### src/rtl/note_judge.sv
// Hit-window timing judge for one rhythm-game lane.
// Grades one button press per note as perfect/good, or reports a miss.
module note_judge #(
    parameter int WIN_TICKS  = 8,
    parameter int PERF_TICKS = 2,
    parameter int CNT_W      = 6
) (
    input  logic             i_Clk,
    input  logic             i_Rst,
    input  logic             i_Tick,
    input  logic             i_NoteOpen,
    input  logic             i_Btn,
    output logic             o_Hit,
    output logic             o_Miss,
    output logic             o_Perfect,
    output logic [CNT_W-1:0] o_Offset,
    output logic             o_Busy
);

    typedef enum logic {
        IDLE,
        OPEN
    } state_t;

    localparam logic [CNT_W-1:0] LAST = CNT_W'(2 * WIN_TICKS);
    localparam logic [CNT_W-1:0] MID  = CNT_W'(WIN_TICKS);
    localparam logic [CNT_W-1:0] PERF = CNT_W'(PERF_TICKS);

    state_t           state, state_n;
    logic [CNT_W-1:0] cnt, cnt_n;
    logic             btn_s1, btn_s2, btn_prev;
    logic             press;
    logic             hit_n, miss_n, perf_n;
    logic [CNT_W-1:0] off_n;
    logic [CNT_W-1:0] diff, mag;

    assign press = btn_s2 & ~btn_prev;
    assign diff  = cnt - MID;
    assign mag   = diff[CNT_W-1] ? (~diff + 1'b1) : diff;

    always_ff @(posedge i_Clk or negedge i_Rst) begin
        if (!i_Rst) begin
            btn_s1    <= 1'b0;
            btn_s2    <= 1'b0;
            btn_prev  <= 1'b0;
            state     <= IDLE;
            cnt       <= '0;
            o_Hit     <= 1'b0;
            o_Miss    <= 1'b0;
            o_Perfect <= 1'b0;
            o_Offset  <= '0;
            o_Busy    <= 1'b0;
        end else begin
            btn_s1    <= i_Btn;
            btn_s2    <= btn_s1;
            btn_prev  <= btn_s2;
            state     <= state_n;
            cnt       <= cnt_n;
            o_Hit     <= hit_n;
            o_Miss    <= miss_n;
            o_Perfect <= perf_n;
            o_Offset  <= off_n;
            o_Busy    <= (state_n == OPEN);
        end
    end

    // Press beats expiry beats re-open; a coincident NoteOpen restarts the window.
    always_comb begin
        state_n = state;
        cnt_n   = cnt;
        hit_n   = 1'b0;
        miss_n  = 1'b0;
        perf_n  = 1'b0;
        off_n   = o_Offset;
        unique case (state)
            IDLE: begin
                if (i_NoteOpen) begin
                    state_n = OPEN;
                    cnt_n   = '0;
                end
            end
            OPEN: begin
                if (press) begin
                    hit_n   = 1'b1;
                    perf_n  = (mag <= PERF);
                    off_n   = diff;
                    cnt_n   = '0;
                    state_n = i_NoteOpen ? OPEN : IDLE;
                end else if (i_Tick && cnt == LAST) begin
                    miss_n  = 1'b1;
                    cnt_n   = '0;
                    state_n = i_NoteOpen ? OPEN : IDLE;
                end else if (i_NoteOpen) begin
                    miss_n = 1'b1;
                    cnt_n  = '0;
                end else if (i_Tick) begin
                    cnt_n = cnt + 1'b1;
                end
            end
        endcase
    end

endmodule

### config.mk
export PLATFORM = sky130hd
export DESIGN_NAME = note_judge
export DESIGN_NICKNAME = d
export VERILOG_FILES = /design/src/rtl/note_judge.sv
export SDC_FILE = /design/constraint.sdc
export NUM_CORES = 1
export LEC_CHECK = 0
export ABC_AREA = 0
export CAP_MARGIN = 5
export CELL_PAD_IN_SITES_DETAIL_PLACEMENT = 1
export CELL_PAD_IN_SITES_GLOBAL_PLACEMENT = 2
export CORE_UTILIZATION = 32
export DETAILED_ROUTE_END_ITERATION = 8
export PLACE_DENSITY_LB_ADDON = 0.1
export SYNTH_ARGS = -nofsm -noshare
export SYNTH_HDL_FRONTEND = slang
export SYNTH_SLANG_ARGS = --single-unit
### constraint.sdc
create_clock -name i_Clk -period 2.39 [get_ports i_Clk]
set_clock_uncertainty 0.15 [all_clocks]
set_input_delay 0.717 -clock i_Clk [delete_from_list [all_inputs] [get_ports i_Clk]]
set_output_delay 0.717 -clock i_Clk [all_outputs]
set_load 0.02 [all_outputs]
== Word-level counts from Yosys, hierarchy flattened ==
Index checks and enable logic that the tools add are counted.
Storage, ports and cells
  register bits: 19
  logic and storage cells: 41
  output and inout bits: 10
  input port bits: 5
Operators by class
  magnitude comparators: 1
  add/sub/neg operators: 3
  equal/unequal tests: 3
  mux-type cells: 18
  reduce and logical (&&, ||, !) cells: 3
  bitwise operators: 4
Operators with widths (number)
  6-bit 2-to-1 mux: 6
  6-bit by 1-bit adder with 6-bit output, second input constant: 2
  6-bit case mux with 2 select lines: 1
  1-bit 2-to-1 mux: 10
  6-bit by 5-bit == test with 1-bit output, second input constant: 1
  6-bit by 2-bit <= comparator with 1-bit output, second input constant: 1
  6-bit inverter: 1
  6-bit by 4-bit subtractor with 6-bit output, second input constant: 1
  5-bit by 3-bit != test with 1-bit output, second input constant: 1
  2-bit AND reduction: 2
  2-bit != test, second input constant: 1
  1-bit inverter: 2
  1-bit case mux with 2 select lines: 1
  1-bit bitwise AND: 1
  1-bit logical AND: 1

== Longest topological paths before layout ==
Gate-level depths: netlist (run 1).
  depth after elaboration: 7
  depth in mapped cells: 6
  mapped depth without buffers: 6

== Worst setup path after synthesis (run 1) ==
Ideal clock, no wire load.
  path type: input -> register
  start: in i_NoteOpen
  end: reg cnt[3]
  stages: 5
  slack: 0.652 ns
  buffers on the path: 1
  data required time: 2.163 ns
  library setup time: 0.077 ns
  arrival: 1.511 ns
  path through: nor2_1 a21o_1 buf_6 or3_1 a21oi_1
On the way
  longest elaborated chain between the ends: 4
  elaborated cells between the ends (all ways): 7
  those cells by class: 2 x eq/ne; 4 x mux; 1 x reduce/logical
Ends and longest elaborated chain
  from (decl): line 11  | input logic i_NoteOpen,
  6-bit 2-to-1 mux: line 93  | end else if (i_NoteOpen) begin
  6-bit 2-to-1 mux: line 89  | end else if (i_Tick && cnt == LAST) begin
  6-bit 2-to-1 mux: line 83  | if (press) begin
  6-bit case mux with 2 select lines: line 75  | unique case (state)
  to (signal assigned): line 58  | cnt <= cnt_n;
  to (decl): line 30  | logic [CNT_W-1:0] cnt, cnt_n;
Several ways; a longest one is shown, not always the timed one.
A chain may end at the register's enable or synchronous reset.

==> results.tsv, run 1 <==
metric	value	unit
power_density	592	mW/mm²
peakVddDrop	0.289	mV
avgViaCountPerCell	4.92	
report.final.hold_viol_count	0	
clockBufferDepth	2	
critPathMaxStageDelay	640	ps
synthDistinctLibCells	25	
r2r-start	cnt[1]$_DFFE_PN0P_	
synth_area_leader_cell	dfrtp_1	
yosysMostFrequentCell	dfrtp_1	
wl_per_cell	13.4	µm
grt.total_usage	0.145	
wirelength	1.93	mm
placed_area	0.00111	mm²
nNetsFinal	125	
cts_resized	0	
coreArea	0.00273	mm²
clk_pin_slew	110	ps
p_int	475	µW
synth_area	921	µm²
slowest_stage	clkdlybuf4s50_1	
post-route-period-util	0.937	
start_util	0.337	
synth-async-reset-ratio	1.00	
p_sw_frac	0.294	
status	completed	
total_power	672	µW
initialDrtViolationCount	4	
numCtsBuffers	3	
drt_pass1_iterations	2	
cap_violations	0	
pre_cts_slack	-13.6	ps
dp_hpwl	1.45	mm
path_class	reg2out	
fin_ws	150	ps
dieArea	0.00310	mm²
cts.sinks	19	
ys_seq_elements	19	
report.final.slew_viol_count	0	
hold-worst-slack	212	ps
critPathTopFamily	buffers and inverters	
synth_top_area_frac	0.516	
reg2reg_depth	6	
crit_chain	clkdlybuf4s50_1	
antenna_left	0	
tritoncts	done	
grt_pass1_wl	3.47	mm
layout-drive-gt1-share	0.0973	
endpoint	o_Busy	
finalWeightedCongestion	0.721	
fin_cells	144	
reg2reg_slack	530	ps
slew_headroom	0.752	
path_buf_inv	1	
grt_overflow	0	
min_period	2240	ps
fin_tns_setup	0	ps
fp-row-count	19	
synth.top_cells.by_count	19 x dfrtp_1, 14 x o21ai_0, 12 x nand2_1	
rr_endpoint	cnt[3]$_DFFE_PN0P_	
numPortBuffers	14	
io_pins	15	
numPlacedInstances	140	
cts_root_buf	clkbuf_4	
crit_start	state$_DFF_PN0_	
die_h	55.6	µm
drc	0	
p_seq_frac	0.545	
crit_arrival	1370	ps
antenna_found_initial	0	
hold_path_class	reg2reg	
power_frac_comb	0.213	
rsz0062_at_grt	no	
grt_max_degree	20	
fillCellCount	329	
fmax	447	MHz
ys.flop_type	dfrtp_1	
htreeDepth	1	
syn_area_per_cell	9.80	µm²
synth-edff-count	0	
cts_hold_buf	0	
setup_violations	0	
p_sw	197	µW
final_cell_area	0.00113	mm²
synthCells	94	
grt_pass1_vias	757	
required	1520	ps
die-width	55.6	µm
worst-path-max-fanout	5	
diodes	0	
worstMarginPinSlew	363	ps
syn-num-nets	105	
syn_to_final_growth	23.2	%
finish.utilization	0.415	
critPathLaunchType	register	
clock_latency	290	ps
yosys-top-cells-area	dfrtp_1 52%, ha_1 8.2%, o21ai_0 7.6%	
leakage	0.507	nW
postCtsSetupRepairBufs	0	
yosys_warnings	0	
end_kind	primary output	
seq_area_frac_synth	0.516	
p_clk_frac	0.242	
num_vias	708	
cp.depth	1	
## power groups by stage
| stage | clock [mW] | combinational [mW] | sequential [mW] |
|---|---|---|---|
| after floorplan | 0 | 0.0564 | 0.392 |
| after CTS | 0.174 | 0.146 | 0.366 |
| final | 0.163 | 0.143 | 0.366 |
| after detailed placement | 0 | 0.146 | 0.373 |
| after global routing | 0.193 | 0.160 | 0.370 |
| after global placement | 0 | 0.143 | 0.372 |
## worst min-delay path by stage
stage,start,slack (ps),depth (start not counted),to
after detailed placement,btn_s1$_DFF_PN0_,190,0,btn_s2$_DFF_PN0_
final,btn_s1$_DFF_PN0_,210,0,btn_s2$_DFF_PN0_
after floorplan,btn_s1$_DFF_PN0_,180,0,btn_s2$_DFF_PN0_
after CTS,btn_s1$_DFF_PN0_,220,0,btn_s2$_DFF_PN0_
after global placement,btn_s1$_DFF_PN0_,190,0,btn_s2$_DFF_PN0_
after global routing,btn_s1$_DFF_PN0_,230,0,btn_s2$_DFF_PN0_
## layout by cell type, fill, tap and decap left out
cell,count
nand2_1,12
or3_1,2
nand3_1,2
xnor2_1,2
nor2_1,8
nand4_1,1
or3b_2,1
nor3_1,1
clkdlybuf4s50_1,14
nand2b_1,1
a211oi_1,1
clkinv_2,1
dfrtp_1,19
ha_1,6
a21oi_1,5
a21o_1,1
clkbuf_4,3
nor2b_1,1
or3_2,1
inv_1,8
nand4b_1,1
or2_2,1
o2111a_1,2
nand2b_4,1
buf_4,3
a2111oi_0,1
o21ai_0,14
## logic make-up after synthesis
group,after synthesis,synth area share
AO/OA/AOI/OAI,24,0.154
XOR/XNOR,2,0.0190
adder cells (fa/ha/maj),6,0.0815
buffers and inverters,10,0.0489
flip-flops,19,0.516
AND/OR/NAND/NOR,33,0.181
## final cells by class
type | count | area [µm²] | share of cell area
Sequential cell | 19 | 475 | 0.419
Clock inverter | 1 | 5.00 | 0.00441
Multi-Input combinational cell | 65 | 400 | 0.353
Tap cell | 31 | 38.8 | 0.0342
Timing Repair Buffer | 17 | 163 | 0.143
Inverter | 8 | 30.0 | 0.0265
Clock buffer | 3 | 22.5 | 0.0198
## state kept, by name, summed over array words and instances, names as in the netlist
signal     count
btn_s1         1
o_Perfect      1
btn_prev       1
cnt            6
o_Offset       6
btn_s2         1
state          1
o_Miss         1
o_Hit          1
## metal layers
layer  part of all wire  track usage  vias to the layer above
li1                   -            -                      357
met1               0.49        0.190                      338
met2               0.46        0.231                       11
met3              0.029       0.0302                        2
met4              0.011       0.0643                        0
met5                  0            0                        -
Power figures use the tool's default switching activity.
==> inputs of run 2 (changes only) <==
CORE_ASPECT_RATIO = 0.9   (was unset)
CORE_MARGIN = 2   (was unset)
PLACE_DENSITY = 0.86   (was unset)
PLACE_DENSITY_LB_ADDON = unset   (was 0.1)
==> run 2 against run 1 <==
Effect of this change: utilization is 0.16 points higher; sequential share of layout area decreased by 0.37 points; first-iteration DRC count grew to 5.8 times the previous value; non-clock buffer count unchanged; setup slack better by 11 ps; sequential power barely moved.
==> results.tsv, run 2 (synthesized netlist as in run 1, its figures left out) <==
metric	value	unit
status	completed	
syn_to_final_growth	24.3	%
leakage	0.504	nW
critPathLaunchType	register	
report.final.hold_viol_count	0	
postCtsSetupRepairBufs	0	
fin_tns_setup	0	ps
drt_pass1_iterations	3	
grt.total_usage	0.143	
layout-drive-gt1-share	0.0885	
clock_latency	300	ps
cts.sinks	19	
critPathTopFamily	buffers and inverters	
hold_path_class	reg2reg	
drc	0	
finalWeightedCongestion	0.784	
grt_max_degree	20	
nNetsFinal	125	
tritoncts	done	
crit_arrival	1360	ps
setup_violations	0	
clockBufferDepth	2	
fin_cells	153	
worst-path-max-fanout	5	
numPortBuffers	14	
coreArea	0.00275	mm²
clk_pin_slew	100	ps
reg2reg_depth	6	
slowest_stage	clkdlybuf4s50_1	
layout_commonest_cell	dfrtp_1	
fin_ws	161	ps
fp-row-count	18	
avgViaCountPerCell	4.67	
die_h	54.9	µm
pre_cts_slack	-43.6	ps
antenna_found_initial	0	
grt_overflow	0	
initialDrtViolationCount	23	
end_kind	primary output	
crit_start	state$_DFF_PN0_	
dieArea	0.00332	mm²
rr_endpoint	cnt[2]$_DFFE_PN0P_	
io_pins	15	
r2r-start	cnt[0]$_DFFE_PN0P_	
power_density	582	mW/mm²
numPlacedInstances	149	
wl_per_cell	12.3	µm
path_buf_inv	1	
peakVddDrop	0.288	mV
cp.depth	1	
slew_headroom	0.753	
wirelength	1.88	mm
final_cell_mix	19 x dfrtp_1, 14 x o21ai_0, 14 x clkdlybuf4s50_1	
crit_chain	clkdlybuf4s50_1	
num_vias	715	
htreeDepth	1	
antenna_left	0	
start_util	0.335	
rsz0062_at_grt	no	
worstMarginPinSlew	368	ps
dp_hpwl	1.48	mm
numCtsBuffers	3	
post-route-period-util	0.933	
required	1520	ps
reg_top3	cnt (6), o_Offset (6)	
die-width	60.5	µm
reg2reg_slack	520	ps
cts_hold_buf	0	
hold-worst-slack	215	ps
endpoint	o_Busy	
report.final.slew_viol_count	0	
grt_pass1_wl	3.44	mm
cts_resized	0	
cap_violations	0	
path_class	reg2out	
critPathMaxStageDelay	630	ps
min_period	2230	ps
cts_root_buf	clkbuf_4	
diodes	0	
fmax	449	MHz
grt_pass1_vias	752	
==> run 2: changes by cell type in the layout (fill, tap and decap cells not counted) <==
cell / delta
clkbuf_1: +1
clkinv_2: -1
==> run 2: worst min-delay path by stage <==
stage	start	to	depth (start not counted)
2_1_floorplan	btn_s1$_DFF_PN0_	btn_s2$_DFF_PN0_	0
5_1_grt	btn_s1$_DFF_PN0_	btn_s2$_DFF_PN0_	0
4_1_cts	btn_s1$_DFF_PN0_	btn_s2$_DFF_PN0_	0
3_3_place_gp	btn_s1$_DFF_PN0_	btn_s2$_DFF_PN0_	0
6_report	btn_s1$_DFF_PN0_	btn_s2$_DFF_PN0_	0
3_5_place_dp	btn_s1$_DFF_PN0_	btn_s2$_DFF_PN0_	0
==> run 2: layout make-up <==
class	count	area, µm²
sequential	19	475
timing repair buffer	17	163
multi-input combinational	65	400
tap	40	50.0
fill	337	1600
inverter	8	30.0
clock buffer	4	26.3
==> run 2: metrics by stage <==
step | area [µm²] | power [mW] | utilization
global route | 1140 | 0.713 | 0.417
global placement | 1120 | 0.512 | 0.407
finish | 1140 | 0.667 | 0.417
CTS | 1140 | 0.679 | 0.417
floorplan | 921 | 0.449 | -
detailed placement | 1120 | 0.517 | 0.407
==> run 2: report_power, final <==
group	internal [mW]	switching [mW]
combinational	0.0661	0.0749
sequential	0.346	0.0199
clock	0.0651	0.0945
total	0.477	0.189
==> run 2: per-layer routing <==
| metal | track usage | share of wire | vias to the layer above |
|---|---|---|---|
| met1 | 0.183 | 0.49 | 344 |
| met2 | 0.237 | 0.46 | 13 |
| met4 | 0.0326 | 0.0059 | 0 |
| met5 | 0 | 0 | - |
| met3 | 0.0488 | 0.046 | 2 |
| li1 | - | - | 356 |
==> inputs of run 3 (changes only) <==
CORE_MARGIN = 1   (was 2)
SLEW_MARGIN = 20   (was unset)
==> run 3 against run 2 <==
Effect of this change: power increased by 0.21%; via count increased by 0.70%; highest routed layer is now met3; non-clock buffer count unchanged.
==> results.tsv, run 3 (synthesized netlist as in run 1, its figures left out) <==
metric	value	unit
status	completed	
post-route-period-util	0.935	
drt_pass1_iterations	4	
p_clk_frac	0.239	
clock_latency	290	ps
reg2reg_slack	520	ps
reg_top3	cnt (6), o_Offset (6)	
wirelength	1.96	mm
antenna_found_initial	0	
num_vias	720	
cts.sinks	19	
dp_hpwl	1.45	mm
p_sw	191	µW
report.final.slew_viol_count	0	
p_int	477	µW
report.final.hold_viol_count	0	
syn_to_final_growth	24.3	%
path_class	reg2out	
min_period	2240	ps
finalWeightedCongestion	0.773	
end_kind	primary output	
diodes	0	
fillCellCount	330	
reg2reg_depth	5	
finish.utilization	0.417	
clockBufferDepth	2	
cp.depth	1	
postCtsSetupRepairBufs	0	
cts_root_buf	clkbuf_4	
dieArea	0.00310	mm²
worstMarginPinSlew	427	ps
peakVddDrop	0.266	mV
p_sw_frac	0.286	
cap_violations	0	
worst-path-max-fanout	5	
required	1520	ps
cts_resized	0	
nNetsFinal	125	
clk_pin_slew	110	ps
layout-drive-gt1-share	0.0885	
rsz0062_at_grt	no	
final_cell_mix	19 x dfrtp_1, 14 x o21ai_0, 14 x clkdlybuf4s50_1	
cts_hold_buf	0	
path_buf_inv	1	
fmax	447	MHz
io_pins	15	
critPathTopFamily	buffers and inverters	
crit_chain	clkdlybuf4s50_1	
die_h	52.9	µm
slew_headroom	0.708	
grt.total_usage	0.156	
critPathMaxStageDelay	630	ps
htreeDepth	1	
crit_arrival	1370	ps
tritoncts	done	
numCtsBuffers	3	
layout_commonest_cell	dfrtp_1	
drc	0	
power_frac_comb	0.212	
critPathLaunchType	register	
fin_ws	155	ps
grt_pass1_wl	3.51	mm
power_density	583	mW/mm²
pre_cts_slack	-18.8	ps
numPortBuffers	14	
die-width	58.5	µm
grt_overflow	0	
setup_violations	0	
initialDrtViolationCount	29	
avgViaCountPerCell	4.71	
hold-path-cell-count	0	
grt_max_degree	20	
slowest_stage	clkdlybuf4s50_1	
antenna_left	0	
hold_path_class	reg2reg	
wl_per_cell	12.8	µm
leakage	0.504	nW
grt_pass1_vias	724	
start_util	0.335	
coreArea	0.00275	mm²
p_seq_frac	0.549	
fp-row-count	18	
-- run 3: cell counts in the layout (fill, tap and decap cells not counted) --
No cell type changed its count.
-- run 3: power groups by stage --
stage	Combinational (mW)	Sequential (mW)	Clock [mW]
after floorplan	0.0564	0.392	0
after global placement	0.141	0.371	0
after detailed placement	0.143	0.373	0
after CTS	0.144	0.367	0.171
after global routing	0.160	0.370	0.186
final	0.142	0.366	0.160
-- run 3: final timing paths --
check / start / endpoint
setup / recovery: state$_DFF_PN0_ / o_Busy
hold / removal: btn_s1$_DFF_PN0_ / btn_s2$_DFF_PN0_
setup reg to reg: cnt[0]$_DFFE_PN0P_ / o_Perfect$_DFF_PN0_
hold reg to reg: btn_s1$_DFF_PN0_ / btn_s2$_DFF_PN0_
max in group asynchronous: i_Rst / btn_prev$_DFF_PN0_
min in group asynchronous: i_Rst / o_Offset[3]$_DFFE_PN0P_
-- run 3: area by class of cell --
| cell class | count | area, µm² | area share |
|---|---|---|---|
| inverter | 8 | 30.0 | 0.0262 |
| multi-input combinational | 65 | 400 | 0.350 |
| clock buffer | 4 | 26.3 | 0.0230 |
| sequential | 19 | 475 | 0.415 |
| timing repair buffer | 17 | 163 | 0.142 |
| tap | 40 | 50.0 | 0.0437 |
-- run 3: metrics by stage --
stage	power [mW]	setup TNS [ps]	area, µm²	hold WS, ps	instances
finish	0.668	0	1140	208	153
global route	0.716	0	1140	216	153
CTS	0.682	0	1140	213	153
detailed placement	0.516	-18.8	1120	189	149
global placement	0.512	0	1120	189	149
floorplan	0.449	0	921	181	94
-- run 3: routing by layer --
layer,routed length [µm],vias up,share of wire,GRT usage
met4,0,0,0,0.0238
met2,920,17,0.47,0.272
met1,953,345,0.49,0.192
met3,85,0,0.043,0.0513
li1,-,358,-,-
met5,0,-,0,0
-- run 3: worst reg2reg max path: stages, from the launching register on --
cell,delay (ps)
dfrtp_1,480
inv_1,130
ha_1,220
o21ai_0,120
a2111oi_0,480
o2111a_1,240
